[config.mk]
export PLATFORM = sky130hd
export DESIGN_NAME = fetch_sequencer_flat
export DESIGN_NICKNAME = d
export VERILOG_FILES = /design/src/rtl/fetch_sequencer_if.sv /design/src/rtl/fetch_sequencer.sv /design/src/flat_wrapper.sv
export SDC_FILE = /design/constraint.sdc
export NUM_CORES = 1
export LEC_CHECK = 0
export BUFFER_PORTS_ARGS = -buffer_cell sky130_fd_sc_hd__buf_2
export CAP_MARGIN = 15
export CORE_ASPECT_RATIO = 2
export CORE_MARGIN = 2
export CORE_UTILIZATION = 45
export CTS_CLUSTER_DIAMETER = 60
export DETAILED_ROUTE_END_ITERATION = 12
export GPL_TIMING_DRIVEN = 0
export PLACE_DENSITY = 0.76
export SLEW_MARGIN = 20
export SYNTH_ARGS = -nofsm -noshare
export SYNTH_HDL_FRONTEND = slang
export SYNTH_SLANG_ARGS = --single-unit
[constraint.sdc]
create_clock -name clk -period 1.82 [get_ports clk]
set_input_delay 0.273 -clock clk [delete_from_list [all_inputs] [get_ports clk]]
set_output_delay 0.273 -clock clk [all_outputs]
set_load 0.1 [all_outputs]
[src/rtl/fetch_sequencer_if.sv]
// Fetch-side bus bundle: instruction-memory req/ack port plus the
// valid/ready handshake that hands fetched words to decode.
interface fetch_sequencer_if;
    logic        imem_req;
    logic [31:0] imem_addr;
    logic        imem_ack;
    logic [31:0] imem_rdata;
    logic [31:0] instr_out;
    logic        instr_valid;
    logic        instr_ready;

    modport master (
        output imem_req, imem_addr, instr_out, instr_valid,
        input  imem_ack, imem_rdata, instr_ready
    );

    modport slave (
        input  imem_req, imem_addr, instr_out, instr_valid,
        output imem_ack, imem_rdata, instr_ready
    );
endinterface

[src/rtl/fetch_sequencer.sv]
// Program-counter owner and fetch sequencer: requests words from instruction
// memory, presents them to decode, and advances the PC from npc_in on acceptance.
module fetch_sequencer #(
    parameter logic [31:0] RESET_PC = 32'h0000_0000,
    parameter int unsigned MAX_WAIT = 15
) (
    input  logic               clk,
    input  logic               rst,
    fetch_sequencer_if.master  bus,
    output logic [31:0]        cur_pc,
    input  logic [31:0]        npc_in,
    input  logic               halt,
    output logic               halted,
    output logic               fault,
    output logic [31:0]        retired
);

    typedef enum logic [2:0] {
        S_BOOT,
        S_FETCH,
        S_ISSUE,
        S_HALT,
        S_FAULT
    } state_t;

    // The FETCH cycle in which the counter holds this value is the last one allowed.
    localparam logic [7:0] LAST_WAIT = 8'(MAX_WAIT - 1);

    state_t      state;
    logic [7:0]  wait_cnt;
    logic        imem_req_q;
    logic        instr_valid_q;
    logic [31:0] instr_q;

    assign bus.imem_req    = imem_req_q;
    assign bus.imem_addr   = cur_pc;
    assign bus.instr_out   = instr_q;
    assign bus.instr_valid = instr_valid_q;

    // NOTE: every register here uses <= so all branches see pre-edge values;
    // the output flags are updated together with the state they reflect.
    always_ff @(posedge clk) begin
        if (rst) begin
            state         <= S_BOOT;
            cur_pc        <= RESET_PC;
            instr_q       <= '0;
            retired       <= '0;
            wait_cnt      <= '0;
            imem_req_q    <= 1'b0;
            instr_valid_q <= 1'b0;
            halted        <= 1'b0;
            fault         <= 1'b0;
        end else begin
            case (state)
                S_BOOT: begin
                    state      <= S_FETCH;
                    imem_req_q <= 1'b1;
                end

                S_FETCH: begin
                    if (bus.imem_ack) begin
                        // Ack takes priority over a simultaneous terminal count.
                        instr_q       <= bus.imem_rdata;
                        wait_cnt      <= '0;
                        state         <= S_ISSUE;
                        imem_req_q    <= 1'b0;
                        instr_valid_q <= 1'b1;
                    end else if (wait_cnt == LAST_WAIT) begin
                        wait_cnt   <= wait_cnt + 8'd1;
                        state      <= S_FAULT;
                        imem_req_q <= 1'b0;
                        fault      <= 1'b1;
                    end else begin
                        wait_cnt <= wait_cnt + 8'd1;
                    end
                end

                S_ISSUE: begin
                    if (bus.instr_ready) begin
                        cur_pc        <= npc_in;
                        retired       <= retired + 32'd1;
                        instr_valid_q <= 1'b0;
                        if (halt) begin
                            state  <= S_HALT;
                            halted <= 1'b1;
                        end else begin
                            state      <= S_FETCH;
                            imem_req_q <= 1'b1;
                        end
                    end
                end

                S_HALT, S_FAULT: begin
                    state <= state;
                end

                default: begin
                    state         <= S_BOOT;
                    imem_req_q    <= 1'b0;
                    instr_valid_q <= 1'b0;
                end
            endcase
        end
    end

endmodule

[src/flat_wrapper.sv]
// flat-port wrapper written by rule: the top's interface ports become plain ports
module fetch_sequencer_flat 
#(
    parameter logic [31:0] RESET_PC = 32'h0000_0000,
    parameter int unsigned MAX_WAIT = 15
)
  (clk, rst, cur_pc, npc_in, halt, halted, fault, retired, bus_imem_req, bus_imem_addr, bus_instr_out, bus_instr_valid, bus_imem_ack, bus_imem_rdata, bus_instr_ready);
  fetch_sequencer_if bus_i ();
  input  logic clk;
  input  logic rst;
  output logic [31:0] cur_pc;
  input  logic [31:0] npc_in;
  input  logic halt;
  output logic halted;
  output logic fault;
  output logic [31:0] retired;
  output wire logic [$bits(bus_i.imem_req)-1:0] bus_imem_req;
  output wire logic [$bits(bus_i.imem_addr)-1:0] bus_imem_addr;
  output wire logic [$bits(bus_i.instr_out)-1:0] bus_instr_out;
  output wire logic [$bits(bus_i.instr_valid)-1:0] bus_instr_valid;
  input wire logic [$bits(bus_i.imem_ack)-1:0] bus_imem_ack;
  input wire logic [$bits(bus_i.imem_rdata)-1:0] bus_imem_rdata;
  input wire logic [$bits(bus_i.instr_ready)-1:0] bus_instr_ready;
  assign bus_imem_req = bus_i.imem_req;
  assign bus_imem_addr = bus_i.imem_addr;
  assign bus_instr_out = bus_i.instr_out;
  assign bus_instr_valid = bus_i.instr_valid;
  assign bus_i.imem_ack = bus_imem_ack;
  assign bus_i.imem_rdata = bus_imem_rdata;
  assign bus_i.instr_ready = bus_instr_ready;
  fetch_sequencer #(.RESET_PC(RESET_PC), .MAX_WAIT(MAX_WAIT)) u_core (.clk(clk), .rst(rst), .bus(bus_i), .cur_pc(cur_pc), .npc_in(npc_in), .halt(halt), .halted(halted), .fault(fault), .retired(retired));
endmodule
# --- Word-level counts from Yosys, hierarchy flattened ---
# Cells that the tools add are included.
totals:
  register_bits: 111
  output_inout_bits: 132
op_classes:
  addsub: 2
  eq_ne: 9
  n_mux: 14
  bitwise_logic: 3
  reduce_logical: 10
op_table:
  columns: ["operator", "count"]
  rows:
  - ["32-bit by 1-bit adder with 32-bit output, second input constant", 1]
  - ["3-bit one-hot mux with 4 select lines", 1]
  - ["3-bit AND reduction", 4]
  - ["3-bit two-way mux", 3]
  - ["8-bit by 1-bit adder with 8-bit output, second input constant", 1]
  - ["8-bit by 4-bit equality test with 1-bit output, second input constant", 1]
  - ["8-bit two-way mux", 1]
  - ["3-bit by 2-bit equality test with 1-bit output, second input constant", 2]
  - ["1-bit two-way mux", 6]
  - ["2-bit inequality test, second input constant", 3]
  - ["1-bit one-hot mux with 4 select lines", 1]
  - ["2-bit AND reduction", 2]
  - ["4-bit AND reduction", 1]
  - ["3-bit by 1-bit equality test with 1-bit output, second input constant", 1]
  - ["3-bit equality test, second input constant", 1]
  - ["3-bit logical NOT", 1]
  - ["3-bit by 2-bit inequality test with 1-bit output, second input constant", 1]
  - ["1-bit NOT", 3]
  - ["1-bit one-hot mux with 3 select lines", 1]
  - ["3-bit OR reduction", 1]
  - ["2-bit two-way mux", 1]
  - ["2-bit OR reduction", 1]

# --- Longest topological paths before layout ---
depth:
  depth_word: 4
  mapped_depth: 8
  mapped_depth_nobuf: 6

# --- Worst setup path before layout ---
# No wires, ideal clock.
synth_timing:
  path_kind: "register to register"
  start: "register u_core.retired[0]"
  end: "register u_core.retired[14]"
  setup_time_ns: 0.070
  arrival_ns: 2.429
  required_ns: 1.750
  slack_ns: -0.680
  path_stages_with_launch: 7
  synth_period_minus_slack_ns: 2.500
  cell_sequence: "dfxtp_1 -> ha_1 -> and3_1 -> nand3_4 -> buf_6 -> or4_1 -> a21oi_1"
synth_between:
  elab_chain_cells: 1
synth_lines:
  columns: ["item", "line_no", "rtl"]
  rows:
  - ["start, declared", "fetch_sequencer.sv:15", "output logic [31:0] retired"]
  - ["start signal, assigned", "fetch_sequencer.sv:81", "retired <= retired + 32'd1;"]
  - ["32-bit by 1-bit adder with 32-bit output", "fetch_sequencer.sv:81", null]
# No other way between the ends.
# A chain may end at the register's enable or synchronous reset.

# --- Final worst setup path ---
layout_timing:
  start: "register u_core.state[2]"
  end: "register u_core.retired[31]"
layout_between:
  elab_chain_cells: 2
layout_lines:
  columns: ["item", "line_no", "rtl"]
  rows:
  - ["start, declared", "fetch_sequencer.sv:29", "state_t state;"]
  - ["start signal, assigned", "fetch_sequencer.sv:94", "state <= state;"]
  - ["3-bit by 2-bit equality test with 1-bit output", "fetch_sequencer.sv:54", "case (state)"]
  - ["2-bit AND reduction (no source line)", null, null]
# No other way between the ends.

==> impl_metrics.py <==
metrics = {
    "yosys": {
        "synthFlopType": "dfxtp_1",
        "synthMuxAreaShare_pct": 0.9501,
        "yosysSeqAreaShare_pct": 46.87,
        "syn-cell-area_mm2": 0.004741,
        "synth_compound_area_share_pct": 14.17,
        "synth_top_area_share_pct": 46.87,
        "synthTopCellsByArea": "dfxtp_1 (47%), nand2_1 (12%), a21oi_1 (9.5%)",
        "synthAdderAreaFrac_pct": 0.7918,
        "synth_fp_nets": 658,
        "ys_top_cells_by_count": "nand2_1 (147), dfxtp_1 (111), a21oi_1 (90), buf_4 (33), nor2_1 (27)",
        "synth_cell_types": 41,
        "ys_warn_count": 0,
        "synth-seq-cells": 111,
        "async_flop_share_pct": 0,
        "syn_area_per_cell_um2": 8.090,
        "synth_most_common_cell": "nand2_1",
        "synth_edf_count": 0,
        "synth_xor_area_share_pct": 2.402,
        "synth_cells": 586,
        "synth_area_leader_cell": "dfxtp_1",
        "synth_top_family_by_area": "simple AND/OR/NAND/NOR gates",
        "synth-simple-area-share_pct": 25.02,
    },
    "detailed_routing": {
        "first_pass_iters": 4,
        "ant_nets": 0,
        "drt-total-wl_um": 14340,
        "num_vias": 4809,
        "viasPerCell": 5.111,
        "routedWlPerCell_um": 15.24,
        "drc": 0,
        "dr.first_iter.drc_count": 204,
    },
    "worst_setup_path": {
        "required_ns": 2.07,
        "cp-start-kind": "register",
        "cpPeakStageDelay_ns": 0.39,
        "path_max_fanout": 7,
        "critPathSlowestCell": "nor4_2",
        "crit_path_end_kind": "register",
        "r2r.worst_path.cells": 5,
        "cp_cell_sequence": "and4bb_1 > buf_6 > nand4_1 > nor4_2 > mux2_2",
        "worst_ep_arrival_time_ns": 2.05,
        "critical_path_class": "reg2reg",
    },
    "clock_tree": {
        "cts_tree": "yes",
        "h-tree-depth": 3,
        "cts_buffer_depth": 2,
        "clkSlewWorstSetupHoldPaths_ns": 0.08,
        "clock_latency_ns": 0.35,
        "cts.sinks": 111,
        "root_buffer": "clkbuf_16",
        "cts_buffers": 9,
    },
    "timing": {
        "clock_skew_ns": 0.01085,
        "fmax_mhz": 555.0,
        "setup_viol": 0,
        "worst_pin_slew_ns": 0.6311,
        "hold_violations": 0,
        "drv_slew": 0,
        "period_needed_ns": 1.802,
        "min_period_over_period_pct": 99.00,
        "setup_ws_ns": 0.01827,
        "timing.hold.ws_ns": 0.1561,
        "rsz0062_at_grt": "yes",
        "slew_headroom_pct": 57.54,
    },
    "layout": {
        "layout-drive-gt1-share_pct": 41.67,
        "layout.nets": 871,
        "diodes": 0,
        "syn_to_final_growth_pct": 37.45,
        "fillCellCount": 928,
        "final_cells": 941,
        "design_area_mm2": 0.006516,
    },
    "power_and_ir_drop": {
        "ir_drop_mv": 0.8501,
        "p_sw_share_pct": 31.44,
        "p_seq_share_pct": 45.3,
        "combinationalPowerShare_pct": 18.5,
        "p_int_uw": 3788,
        "p_leak_uw": 0.002920,
        "clkPwrFrac_pct": 36.2,
        "powerDensity_mw_per_mm2": 847.8,
        "power.net_switching_uw": 1737,
    },
    "placed_design": {
        "dpl_worst_slack_ns": -0.2493,
        "placed_cell_area_mm2": 0.006042,
        "dp_cells": 921,
        "port_buffers": 198,
        "gp_congestion": 0.8447,
        "dp_hpwl_um": 10860,
    },
    "run": {
        "maxCapViolations": 0,
    },
    "global_routing": {
        "grt_usage_pct": 24.06,
        "grt_first_pass_wirelength_um": 22120,
        "antenna_found_initial": 0,
        "grt_max_degree": 18,
        "grt_pass1_vias": 4680,
        "grt_overflow": 0,
    },
    "die": {
        "initial_utilization_pct": 45.54,
        "die_area_mm2": 0.01142,
        "die_w_um": 76.58,
        "io_pins": 201,
        "rows": 53,
        "die_y_um": 149.2,
        "core_mm2": 0.01041,
    },
    "worst_hold_path": {
        "min_path_cells": 3,
        "hp-class": "in2reg",
    },
    "run_status": {
        "status": "complete, no violations",
    },
}
power by group through the flow:
| stage | logic, uW | clock network, uW | registers [uW] |
|---|---|---|---|
| CTS | 1000 | 2010 | 2500 |
| floorplan | 358 | 0 | 2980 |
| global route | 1070 | 2110 | 2510 |
| detailed placement | 998 | 0 | 2560 |
| finish | 1020 | 2000 | 2500 |
| global placement | 987 | 0 | 2560 |
worst paths after layout:
| path | start | endpoint | slack, ns |
|---|---|---|---|
| min | bus_imem_rdata[11] | u_core.bus.instr_out[11]$_SDFFE_PP0P_ | 0.16 |
| max | u_core.state[2]$_SDFFE_PP0P_ | u_core.retired[31]$_SDFFE_PP0P_ | 0.02 |
| max reg2reg | u_core.state[2]$_SDFFE_PP0P_ | u_core.retired[31]$_SDFFE_PP0P_ | 0.02 |
| min reg2reg | u_core.bus.instr_out[26]$_SDFFE_PP0P_ | u_core.bus.instr_out[26]$_SDFFE_PP0P_ | 0.45 |
sequential cells by signal, indices dropped and copies added (netlist names):
register                cells
u_core.bus.imem_addr       32
u_core.retired             32
u_core.wait_cnt             8
u_core.bus.instr_out       32
u_core.bus.instr_valid      1
u_core.state                3
u_core.bus.imem_req         1
u_core.fault                1
u_core.halted               1
worst max-delay path, delay by kind of cell, from the launching register on:
family        cells  cell delay (ns)
mux               1             0.37
simple gates      3             0.83
buf+inv           1             0.12
flops             1             0.37
cell families (layout without fill, tap and decap cells):
group           Yosys count  in the layout
simple gates            252            252
compound gates          121            121
buf+inv                  82            300
fa+ha+maj                 3              3
xor+xnor                 13             13
flops                   111            111
mux                       4              4
per-stage QoR:
step	util, %	setup TNS [ns]	total power (uW)
6_report	62.59	0	5524
5_1_grt	62.59	-0.2487	5695
4_1_cts	61.39	-0.001603	5522
3_5_place_dp	58.03	-8.252	3558
3_3_place_gp	58.03	-4.457	3543
2_1_floorplan	-	-0.009811	3338
layer usage:
metal | global-route usage [%] | share of wire, % | up-vias
li1 | - | - | 2381
met1 | 24.60 | 37 | 2219
met2 | 46.55 | 56 | 181
met3 | 4.722 | 5.3 | 28
met4 | 10.45 | 2.1 | 0
met5 | 0 | 0 | -
cells in the final DEF (no fill, tap or decap), types with 3 or more instances in the layout:
| cell | Yosys | routed |
|---|---|---|
| clkbuf_2 | 3 | 5 |
| nand3_1 | 9 | 9 |
| nand4_1 | 13 | 13 |
| dfxtp_1 | 111 | 78 |
| or4_1 | 14 | 14 |
| and2_1 | 3 | 3 |
| and3_1 | 5 | 4 |
| nand2_1 | 147 | 147 |
| nor2b_1 | 5 | 5 |
| buf_4 | 33 | 40 |
| and4_1 | 5 | 5 |
| inv_1 | 8 | 8 |
| xor2_1 | 9 | 9 |
| mux2_2 | 4 | 4 |
| o31ai_1 | 14 | 5 |
| a21oi_1 | 90 | 88 |
| nor2_1 | 27 | 27 |
| dfxtp_4 | 0 | 23 |
| buf_2 | 11 | 208 |
| o31ai_2 | 0 | 8 |
| clkbuf_1 | 24 | 17 |
| o21ai_0 | 9 | 9 |
| or3_1 | 7 | 7 |
| buf_6 | 2 | 4 |
| clkbuf_16 | 0 | 9 |
| xnor2_1 | 4 | 4 |
| dfxtp_2 | 0 | 10 |
cell type report:
| class | count | area (um2) | area share [%] |
|---|---|---|---|
| clock buffers | 11 | 242.7 | 3.725 |
| plain buffers | 72 | 465.4 | 7.143 |
| clock inverters | 5 | 56.30 | 0.8641 |
| well taps | 137 | 171.4 | 2.631 |
| inverters | 8 | 30.03 | 0.4608 |
| flip-flops and latches | 111 | 2321 | 35.62 |
| multi-input cells | 393 | 2181 | 33.47 |
| repair buffers | 204 | 1049 | 16.09 |
what timing repair did:
item,in CTS,in global routing
cloned,0,0
buffers inserted,1,5
endpoints found under the setup margin,75,81
pin swaps,3,3
hold buffers,0,0
gates resized for setup,16,28
(Power assumes the default switching activity.)
